**src/rtl/seg7_pkg.sv**
```systemverilog
// Shared definitions for the multiplexed two-PMOD 7-segment watch display.
// Latency: n/a (constants, types and a helper function only).
// Backpressure: n/a.
//
// Segment patterns are bit-ordered g..a, active-high. The same table is
// used by the display driver, so both sides always agree on the encoding.
package seg7_pkg;

    localparam logic [6:0] SEG_0 = 7'h3F;
    localparam logic [6:0] SEG_1 = 7'h06;
    localparam logic [6:0] SEG_2 = 7'h5B;
    localparam logic [6:0] SEG_3 = 7'h4F;
    localparam logic [6:0] SEG_4 = 7'h66;
    localparam logic [6:0] SEG_5 = 7'h6D;
    localparam logic [6:0] SEG_6 = 7'h7D;
    localparam logic [6:0] SEG_7 = 7'h27;
    localparam logic [6:0] SEG_8 = 7'h7F;
    localparam logic [6:0] SEG_9 = 7'h6F;

    // Largest legal value for a units digit and for a tens digit (MM:SS).
    localparam logic [3:0] BCD_MAX      = 4'd9;
    localparam logic [3:0] BCD_TENS_MAX = 4'd5;

    // Scan tracking FSM.
    typedef enum logic [1:0] {
        WAIT_EDGE = 2'd0,
        SETTLE    = 2'd1,
        CAPTURE   = 2'd2
    } scan_state_t;

    // One complete MM:SS reading.
    typedef struct packed {
        logic [3:0] min1;
        logic [3:0] min0;
        logic [3:0] sec1;
        logic [3:0] sec0;
    } bcd_time_t;

    // True when a decoded digit is legal for its position.
    function automatic logic digit_in_range(input logic [3:0] digit,
                                            input logic       tens_pos);
        if (tens_pos) begin
            return digit <= BCD_TENS_MAX;
        end
        return digit <= BCD_MAX;
    endfunction

endpackage

```
**src/rtl/seg7_decode.sv**
```systemverilog
// Segment pattern to BCD digit decoder.
// Latency: combinational, zero cycles.
// Backpressure: none; output follows input.
//
// Ports:
//   seg   - 7-bit segment pattern, g..a, active-high
//   vld   - 1 when seg is one of the ten legal digit patterns
//   digit - decoded value 0..9 (0 when vld is low)
module seg7_decode
    import seg7_pkg::*;
(
    input  logic [6:0] seg,
    output logic       vld,
    output logic [3:0] digit
);

    always_comb begin
        vld   = 1'b1;
        digit = 4'd0;
        case (seg)
            SEG_0:   digit = 4'd0;
            SEG_1:   digit = 4'd1;
            SEG_2:   digit = 4'd2;
            SEG_3:   digit = 4'd3;
            SEG_4:   digit = 4'd4;
            SEG_5:   digit = 4'd5;
            SEG_6:   digit = 4'd6;
            SEG_7:   digit = 4'd7;
            SEG_8:   digit = 4'd8;
            SEG_9:   digit = 4'd9;
            default: vld   = 1'b0;
        endcase
    end

endmodule

```
**src/rtl/seg7_scan_decoder.sv**
```systemverilog
// Receive side of the multiplexed two-PMOD watch display: samples both PMODs,
// follows the digit-select phase, decodes segments and publishes MM:SS frames.
// Latency: SYNC_STAGES + SETTLE_CYCLES + 2 cycles from a raw phase-1 select
// edge to upd. Backpressure: none; the display free-runs, frames are dropped
// rather than stalled.
//
// Ports:
//   clk, rst_n               - clock, asynchronous active-low reset
//   pmod_a[7] / pmod_b[7]    - digit select as seen on each PMOD
//   pmod_a[6:0]              - minutes digit segments (g..a)
//   pmod_b[6:0]              - seconds digit segments (g..a)
//   clr_err                  - one-cycle pulse, clears sticky error flags
//   sec0, sec1, min0, min1   - last published BCD time
//   time_vld                 - a frame has been published since reset
//   upd                      - one-cycle pulse when the published time changes
//   locked                   - select edges are still arriving
//   err_pat, err_sel         - sticky pattern / select-mismatch errors
module seg7_scan_decoder
    import seg7_pkg::*;
#(
    parameter int SYNC_STAGES   = 2,       // must be >= 2
    parameter int SETTLE_CYCLES = 16,      // must be >= 1
    parameter int STALE_CYCLES  = 262144
) (
    input  logic       clk,
    input  logic       rst_n,
    input  logic [7:0] pmod_a,
    input  logic [7:0] pmod_b,
    input  logic       clr_err,
    output logic [3:0] sec0,
    output logic [3:0] sec1,
    output logic [3:0] min0,
    output logic [3:0] min1,
    output logic       time_vld,
    output logic       upd,
    output logic       locked,
    output logic       err_pat,
    output logic       err_sel
);

    localparam int SETTLE_W = (SETTLE_CYCLES > 1) ? $clog2(SETTLE_CYCLES) : 1;
    localparam int STALE_W  = $clog2(STALE_CYCLES + 1);

    localparam logic [SETTLE_W-1:0] SETTLE_LOAD = SETTLE_W'(SETTLE_CYCLES - 1);
    localparam logic [STALE_W-1:0]  STALE_MAX   = STALE_W'(STALE_CYCLES);

    // ------------------------------------------------------------------
    // Input synchronizers. The display is driven from an unrelated clock,
    // so every bit gets its own flop chain.
    // ------------------------------------------------------------------
    logic [7:0] sync_a [SYNC_STAGES];
    logic [7:0] sync_b [SYNC_STAGES];
    logic [7:0] sa;
    logic [7:0] sb;

    always_ff @(posedge clk or negedge rst_n) begin
        if (!rst_n) begin
            for (int i = 0; i < SYNC_STAGES; i++) begin
                sync_a[i] <= '0;
                sync_b[i] <= '0;
            end
        end else begin
            sync_a[0] <= pmod_a;
            sync_b[0] <= pmod_b;
            for (int i = 1; i < SYNC_STAGES; i++) begin
                sync_a[i] <= sync_a[i-1];
                sync_b[i] <= sync_b[i-1];
            end
        end
    end

    assign sa = sync_a[SYNC_STAGES-1];
    assign sb = sync_b[SYNC_STAGES-1];

    // Select edge detection. Only the minutes PMOD select drives the phase;
    // the seconds select is only cross-checked at sample time.
    logic prev_sel;
    logic sel_edge;

    always_ff @(posedge clk or negedge rst_n) begin
        if (!rst_n) begin
            prev_sel <= 1'b0;
        end else begin
            prev_sel <= sa[7];
        end
    end

    assign sel_edge = sa[7] ^ prev_sel;

    // ------------------------------------------------------------------
    // Scan FSM: wait for a select edge, let the segments settle, then
    // sample for exactly one cycle.
    // ------------------------------------------------------------------
    scan_state_t         state, state_nxt;
    logic [SETTLE_W-1:0] settle_cnt, settle_cnt_nxt;
    logic                phase, phase_nxt;
    logic                capture;

    always_ff @(posedge clk or negedge rst_n) begin
        if (!rst_n) begin
            state      <= WAIT_EDGE;
            settle_cnt <= '0;
            phase      <= 1'b0;
        end else begin
            state      <= state_nxt;
            settle_cnt <= settle_cnt_nxt;
            phase      <= phase_nxt;
        end
    end

    always_comb begin
        state_nxt      = state;
        settle_cnt_nxt = settle_cnt;
        phase_nxt      = phase;
        capture        = 1'b0;
        case (state)
            WAIT_EDGE: begin
                if (sel_edge) begin
                    settle_cnt_nxt = SETTLE_LOAD;
                    phase_nxt      = sa[7];
                    state_nxt      = SETTLE;
                end
            end
            SETTLE: begin
                // A further edge means the select glitched or the scan
                // moved on: restart the settle window on the newest phase.
                if (sel_edge) begin
                    settle_cnt_nxt = SETTLE_LOAD;
                    phase_nxt      = sa[7];
                end else if (settle_cnt == '0) begin
                    state_nxt = CAPTURE;
                end else begin
                    settle_cnt_nxt = settle_cnt - 1'b1;
                end
            end
            CAPTURE: begin
                capture   = 1'b1;
                state_nxt = WAIT_EDGE;
            end
            default: begin
                state_nxt = WAIT_EDGE;
            end
        endcase
    end

    // ------------------------------------------------------------------
    // Segment decode and capture classification.
    // ------------------------------------------------------------------
    logic       a_vld, b_vld;
    logic [3:0] a_dig, b_dig;

    seg7_decode u_dec_a (
        .seg   (sa[6:0]),
        .vld   (a_vld),
        .digit (a_dig)
    );

    seg7_decode u_dec_b (
        .seg   (sb[6:0]),
        .vld   (b_vld),
        .digit (b_dig)
    );

    logic pat_bad;
    logic sel_err_set;
    logic pat_err_set;
    logic stage0;
    logic publish;
    logic have0;

    // In phase 1 both digits are tens digits (minutes tens, seconds tens).
    assign pat_bad = !a_vld || !b_vld
                   || !digit_in_range(a_dig, phase)
                   || !digit_in_range(b_dig, phase);

    assign sel_err_set = capture && (sa[7] != sb[7]);
    assign pat_err_set = capture && (sa[7] == sb[7]) && pat_bad;
    assign stage0      = capture && (sa[7] == sb[7]) && !pat_bad && !phase;
    // Phase 1 without a good phase 0 before it is dropped silently.
    assign publish     = capture && (sa[7] == sb[7]) && !pat_bad && phase && have0;

    // Units digits are held here until the matching tens digits arrive.
    logic [3:0] stg_sec0;
    logic [3:0] stg_min0;

    always_ff @(posedge clk or negedge rst_n) begin
        if (!rst_n) begin
            have0    <= 1'b0;
            stg_sec0 <= '0;
            stg_min0 <= '0;
        end else begin
            if (sel_err_set || pat_err_set || publish) begin
                have0 <= 1'b0;
            end else if (stage0) begin
                have0    <= 1'b1;
                stg_sec0 <= b_dig;
                stg_min0 <= a_dig;
            end
        end
    end

    // ------------------------------------------------------------------
    // Publish: outputs change only here, one cycle after CAPTURE.
    // ------------------------------------------------------------------
    bcd_time_t new_time;
    bcd_time_t time_q;

    always_comb begin
        new_time.min1 = a_dig;
        new_time.min0 = stg_min0;
        new_time.sec1 = b_dig;
        new_time.sec0 = stg_sec0;
    end

    always_ff @(posedge clk or negedge rst_n) begin
        if (!rst_n) begin
            time_q   <= '0;
            time_vld <= 1'b0;
            upd      <= 1'b0;
        end else begin
            upd <= 1'b0;
            if (publish) begin
                time_q   <= new_time;
                time_vld <= 1'b1;
                // The first publish always announces itself, even if the
                // time happens to read 00:00.
                upd      <= !time_vld || (new_time != time_q);
            end
        end
    end

    assign sec0 = time_q.sec0;
    assign sec1 = time_q.sec1;
    assign min0 = time_q.min0;
    assign min1 = time_q.min1;

    // ------------------------------------------------------------------
    // Sticky errors: a new error in the same cycle as clr_err survives.
    // ------------------------------------------------------------------
    always_ff @(posedge clk or negedge rst_n) begin
        if (!rst_n) begin
            err_pat <= 1'b0;
            err_sel <= 1'b0;
        end else begin
            if (pat_err_set) begin
                err_pat <= 1'b1;
            end else if (clr_err) begin
                err_pat <= 1'b0;
            end
            if (sel_err_set) begin
                err_sel <= 1'b1;
            end else if (clr_err) begin
                err_sel <= 1'b0;
            end
        end
    end

    // ------------------------------------------------------------------
    // Lock tracking. seen_edge keeps locked low between reset and the first
    // edge, when the stale counter still reads 0.
    // ------------------------------------------------------------------
    logic [STALE_W-1:0] stale_cnt;
    logic               seen_edge;

    always_ff @(posedge clk or negedge rst_n) begin
        if (!rst_n) begin
            stale_cnt <= '0;
            seen_edge <= 1'b0;
        end else begin
            if (sel_edge) begin
                stale_cnt <= '0;
                seen_edge <= 1'b1;
            end else if (stale_cnt != STALE_MAX) begin
                stale_cnt <= stale_cnt + STALE_W'(1);
            end
        end
    end

    assign locked = seen_edge && (stale_cnt < STALE_MAX);

endmodule

```
**config.mk**
```make
export PLATFORM = sky130hd
export DESIGN_NAME = seg7_scan_decoder
export DESIGN_NICKNAME = d
export VERILOG_FILES = /design/src/rtl/seg7_pkg.sv /design/src/rtl/seg7_decode.sv /design/src/rtl/seg7_scan_decoder.sv
export SDC_FILE = /design/constraint.sdc
export NUM_CORES = 1
export LEC_CHECK = 0
export ABC_AREA = 1
export CORE_MARGIN = 2
export CORE_UTILIZATION = 57
export DETAILED_ROUTE_END_ITERATION = 16
export PLACE_DENSITY = 0.79
export SLEW_MARGIN = 25
export SYNTH_ARGS = -nofsm -noshare
export SYNTH_HDL_FRONTEND = slang
export SYNTH_SLANG_ARGS = --single-unit
```
**constraint.sdc**
```tcl
create_clock -name clk -period 2.4 [get_ports clk]
set_clock_uncertainty 0.15 [all_clocks]
set_input_delay 0.24 -clock clk [delete_from_list [all_inputs] [get_ports clk]]
set_output_delay 0.24 -clock clk [all_outputs]
set_load 0.05 [all_outputs]
```
Yosys cells after proc, flatten, opt, wreduce, memory -nomap -nowiden:

Cells that the tools add are included.

* register bits: 89
* input bits: 19
* output and inout port bits: 21
* logic and storage cells: 121

* $add $sub $neg: 2
* order comparisons: 5
* eq/ne operators: 30
* mux-type cells: 26
* bitwise gates (word level): 2
* reduce and logical (&&, ||, !) cells: 35

Operator list (number)
* $eq A7 B7 Y1 const B: 14
* $pmux W4 S9: 2
* $mux W19: 2
* $eq A7 B6 Y1 const B: 4
* $reduce_or A10 Y1: 2
* $add A19 B1 Y19 const B: 1
* $lt A19 B19 Y1 const B: 1
* $ne A19 B19 Y1 const B: 1
* $ne A16 B16 Y1: 1
* $eq A7 B3 Y1 const B: 2
* $mux W1: 14
* $mux W4: 3
* $reduce_bool A2 Y1: 5
* $le A4 B3 Y1 const B: 2
* $le A4 B4 Y1 const B: 2
* $logic_and A1 B1 Y1: 8
* $pmux W4 S2: 1
* $logic_not A1 Y1: 7
* $logic_or A1 B1 Y1: 6
* $mux W2: 3
* $ne A2 B2 Y1 const B: 3
* $reduce_and A3 Y1: 2
* $logic_not A4 Y1: 1
* $pmux W2 S2: 1
* other kinds (11): 12

Logic depth before layout (Yosys ltp):

* depth in word-level cells: 15
* gate-level depth with buffers: 14
* depth with buffers taken out: 13

Hierarchy:

From an unflattened synthesis, not the netlist that was laid out.

* cell total of the unflattened synthesis: 555
* area, all modules: 4384.2 µm²

Modules (own cells, without submodules)
* seg7_scan_decoder: instances 1, cells an instance 451, area an instance 3926.3 µm², sequential area each 2227.1 µm²
* seg7_decode: instances 2, cells an instance 52, area an instance 229.0 µm², sequential area each 0.0 µm²

Least setup slack after synthesis:

OpenSTA, ideal clock, no wires.

* kind: register to register
* from: register sync_a (netlist bit sa[1])
* to: register time_q (netlist bit min1[3])
* setup time: 114 ps
* data arrival time: 1507 ps
* data required time: 2136 ps
* path slack: 629 ps
* stages on the path, launching flop included: 12
* buffers on the path: 1
* period minus slack after synthesis: 1771 ps
* cells stage by stage: dfrtp_1 -> nand2_1 -> nor2_2 -> nand3_1 -> inv_1 -> o21ai_2 -> nand3_4 -> nor2_8 -> nand3_4 -> buf_6 -> nand2_1 -> inv_2

* longest elaborated chain between the ends: 12
* elaborated cells between the ends (all ways): 26
* classes of those cells: order compare (2); eq/ne (10); mux (4); reduce/logical (10)

RTL lines
* from (decl): line seg7_scan_decoder.sv:51 `logic [7:0] sync_a [SYNC_STAGES];`
* from (signal, indexed assignment): line seg7_scan_decoder.sv:66 `sync_a[i] <= sync_a[i-1];`
* $eq A7 B7 Y1, or another cell as far along: line seg7_decode.sv:20 `case (seg)`
* $pmux W4 S9: line seg7_decode.sv:20
* $le A4 B3 Y1: line seg7_pkg.sv:43 `return digit <= BCD_TENS_MAX;`
* $mux W1: line seg7_pkg.sv:42 `if (tens_pos) begin`
* $mux W1: line seg7_pkg.sv:45 `return digit <= BCD_MAX;`
* $logic_not A1 Y1: line seg7_scan_decoder.sv:173 `|| !digit_in_range(a_dig, phase)`
* $logic_or A1 B1 Y1: line seg7_scan_decoder.sv:173
* $logic_or A1 B1 Y1: line seg7_scan_decoder.sv:174 `|| !digit_in_range(b_dig, phase);`
* $logic_not A1 Y1: line seg7_scan_decoder.sv:180 `assign publish = capture && (sa[7] == sb[7]) && !pat_bad && phase && have0;`
* $logic_and A1 B1 Y1 (3 in a row): line seg7_scan_decoder.sv:180
* to (signal assigned): line seg7_scan_decoder.sv:223 `time_q <= new_time;`
* to (decl): line seg7_scan_decoder.sv:206 `bcd_time_t time_q;`

Several ways; a longest one is shown, not always the timed one. The select of a mux whose other input is x is not followed.
A chain may end at the register's enable or synchronous reset.

Worst setup path after layout:

* from: register sync_a (netlist bit sa[2])
* to: register time_q (netlist bit min1[1])

The elaborated chain is that of the path after synthesis.

==> impl_metrics.tcl <==
set metrics [dict create \
    diodes 0 \
    path_clk_slew_ns 0.08 \
    clockBufferDepth 2 \
    maxCapViolCount 0 \
    peakVddDrop_uv 418.7 \
    place_hpwl_um 6051 \
    overflow 0 \
    rrSetupSlack_ns 0.28 \
    cts_root_buf "clkbuf_8" \
    max_freq_mhz 471.5 \
    layout.nets 595 \
    slew_viol_final 0 \
    synthesis.area_um2 4258 \
    final_cell_mix "nand2_1 (141), dfrtp_1 (89), inv_1 (88)" \
    totalWireLength_um 8235 \
    relSlewSlack_pct 65.56 \
    leakagePower_nw 2.566 \
    r2r-end "min1[1]$_DFFE_PN0P_" \
    critical_path.slowest_cell "dfrtp_1" \
    ys_async_sr_fraction_pct 100.0 \
    drtIter0Drc 248 \
    arrival_ns 2.27 \
    synth_edf_count 0 \
    grt_pass1_vias 3413 \
    die_h_um 90.43 \
    synth.distinct_cells 38 \
    die_x_um 90.43 \
    cp_data_required_time_ns 2.55 \
    hold_depth 1 \
    antenna_found_initial 0 \
    outcome "complete, no violations" \
    power.density_nw_per_um2 581.4 \
    cts_htree_levels 3 \
    gr-usage-all-layers_pct 21.56 \
    reg2reg_from "sa[2]$_DFF_PN0_" \
    path_cells "nand2_1, nor2_2, nand3_1, inv_1, o21ai_2, nand3_4, nor2_8, nand3_4, nand2_1, nand2_1, inv_1" \
    hold_path_end "sync_a[12]$_DFF_PN0_" \
    fin_cells 677 \
    post-route-min-period_ns 2.121 \
    cts_tree "yes" \
    cts.sinks 89 \
    cts_buffers 9 \
    ant_nets 0 \
    syn_area_per_cell_um2 8.126 \
    crit_path_frequent_cell "nand2_1" \
    crit_path_max_fanout 17 \
    dr.pass1.iters 4 \
    cts_resized 0 \
    wl_per_cell_um 12.16 \
    worst_pin_slew_ns 0.5161 \
    viasPerCell 5.093 \
    grt_max_degree 56 \
    place_congestion 0.9713 \
    dieArea_um2 8178 \
    start_util_pct 58.70 \
    ys_seq_elements 89 \
    drive_gt1_share_pct 8.651 \
    hold_viol 0 \
    grt_setup_unrepaired "no" \
    critPathKind "reg -> reg" \
    clock_latency_ns 0.35 \
    drc 0 \
    cp_slowest_stage_delay_ns 0.41 \
    fin_crit_sh_pct 88.36 \
    synth-seq-area-share_pct 52.31 \
    core-area_um2 7253 \
    hp-start "pmod_a[4]" \
    yosysWarnings 0 \
    synth_flop_cell "dfrtp_1" \
    place_inst 660 \
    syn_inst 524 \
    vias 3448 \
    setup_viol 0 \
    rows 31 \
    tns_ns 0 \
    port_buffers 39 \
    io_pins 40 \
    cp-end-kind "flip-flop" \
    final_common_cell "nand2_1" \
    grt_pass1_wl_um 14350 \
    area_growth_pct 17.28 \
    min_path_type "in -> reg" \
    crit_path_start_kind "flip-flop" \
    syn-num-nets 546 \
    worstRegToRegCells 11 \
]
area by class of cell:
cell class | count | area, um2
inverters | 97 | 364.1
repair buffers | 44 | 440.4
clock inverters | 3 | 47.55
fillers | 588 | 2260
multi-input cells | 332 | 1632
flip-flops and latches | 89 | 2227
well taps | 99 | 123.9
clock buffers | 13 | 158.9
where the power goes:
group | internal, mW | total [mW] | switching, mW
Clock | 0.545 | 1.06 | 0.512
Sequential | 1.56 | 1.60 | 0.0454
Combinational | 0.0933 | 0.242 | 0.148
cells by family (layout without fill, tap and decap cells):
family          Yosys count  count (layout)  share of synthesized area, %
compound gates           45              45                         5.789
xor+xnor                  7               7                         1.440
fa+ha+maj                 3               3                        0.8817
buf+inv                 103             157                         9.374
flops                    89              89                         52.31
simple gates            277             277                         30.21
critical path, delay by kind of cell, from the launching register on:
family | cells | cell delay, ns
AND/OR/NAND/NOR | 8 | 1.15
flip-flops | 1 | 0.41
AO/OA/AOI/OAI | 1 | 0.21
buffers and inverters | 2 | 0.15
synthesized netlist by cell type (2+ instances only):
master | number | area share (%)
nand2_1 | 141 | 12
nand3_2 | 2 | 0.47
nand2_2 | 4 | 0.59
inv_1 | 88 | 7.8
nor3_1 | 11 | 1.3
nor2_2 | 8 | 1.2
xnor2_1 | 3 | 0.62
inv_2 | 7 | 0.62
clkbuf_1 | 3 | 0.26
clkinv_1 | 2 | 0.18
nand3b_1 | 2 | 0.35
o211ai_1 | 3 | 0.53
dfrtp_1 | 89 | 52
o21ai_0 | 21 | 2.5
xor2_1 | 4 | 0.82
nand3_4 | 2 | 0.82
nand4_1 | 21 | 3.1
nor4_1 | 5 | 0.73
o22ai_1 | 2 | 0.29
nor2_1 | 49 | 4.3
nand3_1 | 24 | 2.8
a31oi_1 | 2 | 0.29
ha_1 | 3 | 0.88
a21oi_1 | 14 | 1.6
timing repair:
| item | 4_1_cts | 5_1_grt |
|---|---|---|
| endpoints found under the hold margin | 34 | 0 |
| buffers inserted | 0 | 0 |
| hold buffers | 1 | 0 |
metal layers:
metal / share of wire, % / track usage (%) / up-vias
li1: - / - / 1738
met1: 45 / 27.48 / 1621
met2: 49 / 35.90 / 72
met3: 4.2 / 4.674 / 17
met4: 1.7 / 8.974 / 0
met5: 0 / 0 / -
registers in the layout, indices dropped and copies added, names as in the netlist, 8 cells and up:
| signal | cells |
|---|---|
| sb | 8 |
| sa | 8 |
| sync_b | 8 |
| sync_a | 8 |
| stale_cnt | 19 |
worst max-delay path by stage:
stage                          startpoint             endpoint  slack (ns)
after floorplan           sa[1]$_DFF_PN0_  min1[3]$_DFFE_PN0P_        0.63
after global placement    sa[1]$_DFF_PN0_  sec1[3]$_DFFE_PN0P_        0.42
after detailed placement  sa[2]$_DFF_PN0_  min1[1]$_DFFE_PN0P_        0.31
after CTS                 sa[2]$_DFF_PN0_  min1[1]$_DFFE_PN0P_        0.28
after global routing      sa[2]$_DFF_PN0_  sec1[0]$_DFFE_PN0P_        0.10
final                     sa[2]$_DFF_PN0_  min1[1]$_DFFE_PN0P_        0.28
per-stage QoR:
stage	hold slack (ns)	worst slack, ns	total power, mW	cell area (um2)	util, %
final	0.1678	0.2793	2.903	4994	68.85
after global routing	0.1568	0.1035	3.036	4994	68.85
after CTS	0.1591	0.2802	2.933	4994	68.85
after detailed placement	0.06059	0.3064	1.876	4777	65.86
after global placement	0.05276	0.4162	1.856	4777	65.86
after floorplan	-0.2056	0.6290	1.765	4258	-
Note: power is estimated with default switching activity, not from simulation.
